File: src/rtl/alu_wb_stage.sv
// ALU write-back stage: 2-entry in-order result buffer plus architectural C/Z/N/V flags.
// Define ALU_WB_FWD_EN to add the Fwd_* bypass outputs exposing the newest buffered entry.
module alu_wb_stage #(
    parameter int WIDTH    = 16,
    parameter int REG_BITS = 3
) (
    input  logic                Clk,
    input  logic                Rst_n,
    input  logic                In_Valid,
    output logic                In_Ready,
    input  logic [WIDTH-1:0]    Res,
    input  logic                CO,
    input  logic                OV,
    input  logic [REG_BITS-1:0] Rd,
    input  logic                Flag_We,
    input  logic                Set_C,
    input  logic                Clr_C,
    output logic                Out_Valid,
    input  logic                Out_Ready,
    output logic [WIDTH-1:0]    Out_Res,
    output logic [REG_BITS-1:0] Out_Rd,
    output logic [3:0]          Flags,
    output logic                CI
`ifdef ALU_WB_FWD_EN
    ,
    output logic                Fwd_Valid,
    output logic [REG_BITS-1:0] Fwd_Rd,
    output logic [WIDTH-1:0]    Fwd_Res
`endif
);

    localparam int EW = WIDTH + REG_BITS;

    // Entries packed as {rd, res}; head_q is always the oldest, tail_q only meaningful at count 2.
    logic [EW-1:0] head_q, head_d;
    logic [EW-1:0] tail_q, tail_d;
    logic [1:0]    count_q, count_d;
    logic [3:0]    flags_q, flags_d;

    logic          push;
    logic          pop;
    logic [EW-1:0] new_entry;

    assign In_Ready  = (count_q < 2'd2);
    assign Out_Valid = (count_q != 2'd0);
    assign push      = In_Valid && In_Ready;
    assign pop       = Out_Valid && Out_Ready;
    assign new_entry = {Rd, Res};

    always_comb begin
        head_d  = head_q;
        tail_d  = tail_q;
        count_d = count_q;
        if (push && pop) begin
            // Only reachable with count 1: the incoming entry replaces the departing head.
            head_d = new_entry;
        end else if (push) begin
            if (count_q == 2'd0) begin
                head_d = new_entry;
            end else begin
                tail_d = new_entry;
            end
            count_d = count_q + 2'd1;
        end else if (pop) begin
            // On the last pop the head is left in place so Out_* keeps its final value.
            if (count_q == 2'd2) begin
                head_d = tail_q;
            end
            count_d = count_q - 2'd1;
        end
    end

    always_comb begin
        flags_d = flags_q;
        if (push && Flag_We) begin
            flags_d[0] = CO;
            flags_d[1] = (Res == '0);
            flags_d[2] = Res[WIDTH-1];
            flags_d[3] = OV;
        end else if (Set_C) begin
            flags_d[0] = 1'b1;
        end else if (Clr_C) begin
            flags_d[0] = 1'b0;
        end
    end

    always_ff @(posedge Clk or negedge Rst_n) begin
        if (!Rst_n) begin
            head_q  <= '0;
            tail_q  <= '0;
            count_q <= 2'd0;
            flags_q <= 4'b0000;
        end else begin
            head_q  <= head_d;
            tail_q  <= tail_d;
            count_q <= count_d;
            flags_q <= flags_d;
        end
    end

    assign Out_Res = head_q[WIDTH-1:0];
    assign Out_Rd  = head_q[EW-1:WIDTH];
    assign Flags   = flags_q;
    assign CI      = flags_q[0];

`ifdef ALU_WB_FWD_EN
    logic [EW-1:0] fwd_entry;

    assign fwd_entry = (count_q == 2'd2) ? tail_q : head_q;
    assign Fwd_Valid = (count_q != 2'd0);
    assign Fwd_Res   = fwd_entry[WIDTH-1:0];
    assign Fwd_Rd    = fwd_entry[EW-1:WIDTH];
`endif

endmodule
File: config.mk
export PLATFORM = sky130hd
export DESIGN_NAME = alu_wb_stage
export DESIGN_NICKNAME = d
export VERILOG_FILES = /design/src/rtl/alu_wb_stage.sv
export SDC_FILE = /design/constraint.sdc
export NUM_CORES = 1
export LEC_CHECK = 0
export CAP_MARGIN = 10
export CELL_PAD_IN_SITES_DETAIL_PLACEMENT = 2
export CELL_PAD_IN_SITES_GLOBAL_PLACEMENT = 2
export CORE_ASPECT_RATIO = 0.75
export CORE_MARGIN = 2
export CORE_UTILIZATION = 30
export DETAILED_ROUTE_END_ITERATION = 8
export GPL_ROUTABILITY_DRIVEN = 0
export HOLD_SLACK_MARGIN = 0.02
export PLACE_DENSITY_LB_ADDON = 0.1
export SYNTH_ARGS = -nofsm -noshare
export SYNTH_HDL_FRONTEND = slang
export SYNTH_SLANG_ARGS = --single-unit
export TNS_END_PERCENT = 30
File: constraint.sdc
create_clock -name Clk -period 2 [get_ports Clk]
set_input_delay 0.6 -clock Clk [delete_from_list [all_inputs] [get_ports Clk]]
set_output_delay 0.6 -clock Clk [all_outputs]
set_load 0.01 [all_outputs]
==> impl_metrics.tcl <==
set metrics [dict create \
    cts_hold_buf 0 \
    cts_tree "yes" \
    io_buffers 53 \
    numClockSinks 44 \
    tightestPinTransition_ns 0.508 \
    grt_overflow 0 \
    dieArea_mm2 0.00777 \
    grtUsageTotal_pct 15.6 \
    routed_via_density 4.73 \
    stdcell_area_mm2 0.00306 \
    final_nets 245 \
    area_delta_synth_final_pct 44.1 \
    syn-cell-area_mm2 0.00212 \
    fin_crit_ns 2.01 \
    first_pass_iters 4 \
    io_pins 54 \
    setup_viol 2 \
    crit_type "in2reg" \
    grt_antenna_before_repair 0 \
    arrival_ns 2.19 \
    finalMaxSlewViolations 0 \
    fp.dieW_um 101 \
    syn_inst 140 \
    hold_violations 0 \
    rsz0062_at_grt "true" \
    antenna_left 0 \
    yosys-top-cells-area "dfrtp_1 (52%), mux2_2 (21%), mux2_4 (14%)" \
    core_mm2 0.00683 \
    p_per_area_mw_per_mm2 1580 \
    r2r_cells 8 \
    dpl.hpwl_um 3990 \
    avgSynthCellArea_um2 15.2 \
    status "finished with violations" \
    diodes 0 \
    timing.fmax_mhz 497 \
    grt_pass1_wl_um 9320 \
    drv_cap 0 \
    fill_cells 674 \
    crit_start "In_Valid" \
    start_util_pct 31.1 \
    finish.utilization_pct 44.8 \
    synth_top_cell_area_share_pct 51.9 \
    drtIter0Drc 42 \
    fin_worst_skew_ns 0.0112 \
    seq_area_frac_synth_pct 51.9 \
    routed_wirelength_um 5680 \
    worstReg2RegEnd "tail_q[10]" \
    min_path_type "in2async" \
    required_ns 2.18 \
    syn_nets 171 \
    rrSetupSlack_ns -0.01 \
    rows 26 \
    cp-start-kind "input port" \
    leakagePower_uw 0.00131 \
    h-tree-depth 2 \
    final_layout_size_suffix_gt1_share_pct 46.0 \
    maxSlewHeadroom_pct 65.8 \
    numCtsBuffers 5 \
    cts_root_buf "clkbuf_8" \
    clk_path_buf_depth 2 \
    wl_per_cell_um 19.0 \
    drcViolationCount 0 \
    grt_pass1_vias 1700 \
    clk_latency_ns 0.30 \
    synth_seq_cells 44 \
    grt_max_degree 31 \
    place_area_mm2 0.00282 \
    violations "setup timing" \
    die_h_um 76.9 \
    path_clk_slew_ns 0.09 \
    yosys.area.top_type "dfrtp_1" \
    synth.distinct_cells 21 \
    timing.rr.start "count_q[0]" \
    end_kind "register" \
    vias 1414 \
    finalCritPeriodShare_pct 101 \
    setup_ws_ns -0.0103 \
    synth_warnings 0 \
    path_max_fanout 8 \
    irDropWorstVdd_mv 0.478 \
]
==> synth_stat cells (all sizes together) <==
cell type	instances
a21oi	3
a22oi	1
buf	6
dfrtp	44
ha	3
inv	4
mux2	59
nand2	4
nand4	1
nor2	4
nor2b	1
nor3b	1
nor4	4
o21ai	3
or2	1
xnor2	1
==> cell families (layout without fill, tap and decap cells) <==
family | count (synthesis) | after routing | share of synthesized area, %
xor+xnor | 1 | 1 | 0.413
buf+inv | 10 | 85 | 4.36
flops | 44 | 44 | 51.9
mux | 59 | 59 | 34.8
fa+ha+maj | 3 | 3 | 1.77
compound gates | 7 | 7 | 2.00
simple gates | 16 | 16 | 4.77
==> final cells by class <==
type | instances | area (um^2) | share of cell area [%]
flip-flops and latches | 44 | 1100 | 36.0
multi-input cells | 86 | 1000 | 32.7
repair buffers | 73 | 716 | 23.4
well taps | 84 | 105 | 3.43
clock buffers | 6 | 82.6 | 2.70
clock inverters | 2 | 38.8 | 1.27
inverters | 4 | 17.5 | 0.572
==> report_power, final <==
group / internal [uW] / leakage [uW] / switching (uW)
Sequential: 1340 / 0.000523 / 264
Clock: 409 / 0.0000614 / 319
Combinational: 1600 / 0.000729 / 888
Total: 3350 / 0.00131 / 1470
==> sequential cells by signal (all words and copies together) (netlist names) <==
signal	cells
tail_q	19
Flags	4
head_q	19
count_q	2
==> stage by stage <==
stage	cells	power, uW	setup slack, ns	hold slack, ns	TNS [ns]
floorplan	140	3010	-0.0531	0.304	-0.739
global placement	285	3780	-0.661	0.476	-21.19
detailed placement	285	3930	-0.780	0.484	-25.01
CTS	297	4770	-0.00965	0.208	-0.0118
global route	299	5160	-0.0606	0.210	-0.577
finish	299	4820	-0.0103	0.207	-0.0108
==> cells in the final DEF, fill, tap and decap left out, types with 2 or more instances in the layout <==
cell             instances
clkdlybuf4s50_1         48
dfrtp_1                 44
mux2_2                  32
mux2_4                  27
buf_4                   13
clkbuf_8                 6
buf_6                    5
nor4_1                   4
nand2_1                  3
a21oi_1                  3
o21ai_0                  3
dlygate4sd2_1            3
inv_1                    2
nor2_1                   2
ha_4                     2
buf_12                   2
==> critical path: stages <==
cell and delay [ns]:
dlygate4sd2_1 0.26, nor2b_4 0.15, buf_4 0.15, ha_4 0.16, nor3b_4 0.31, buf_6 0.23
mux2_4 0.32
==> metal layers <==
layer  vias up  share of wire [%]  track usage (%)
li1        643                  -                -
met1       729                 41             19.8
met2        38                 53             27.0
met3         4                5.5             4.10
met4         0               0.23             2.84
met5         -                  0                0
==> worst max-delay path by stage <==
| stage | to | slack (ns) | cells past startpoint |
|---|---|---|---|
| after floorplan | head_q[0] | -0.05 | 8 |
| after global placement | head_q[18] | -0.66 | 6 |
| after detailed placement | head_q[15] | -0.78 | 6 |
| after CTS | tail_q[10] | -0.01 | 7 |
| after global routing | tail_q[10] | -0.06 | 8 |
| final | tail_q[10] | -0.01 | 7 |
==> repair_timing <==
item,4_1_cts,5_1_grt
pin swaps,3,4
gates cloned,1,0
setup buffers,3,2
setup endpoints to repair,43,24
gates resized for setup,11,13
Power figures use the tool's default switching activity.
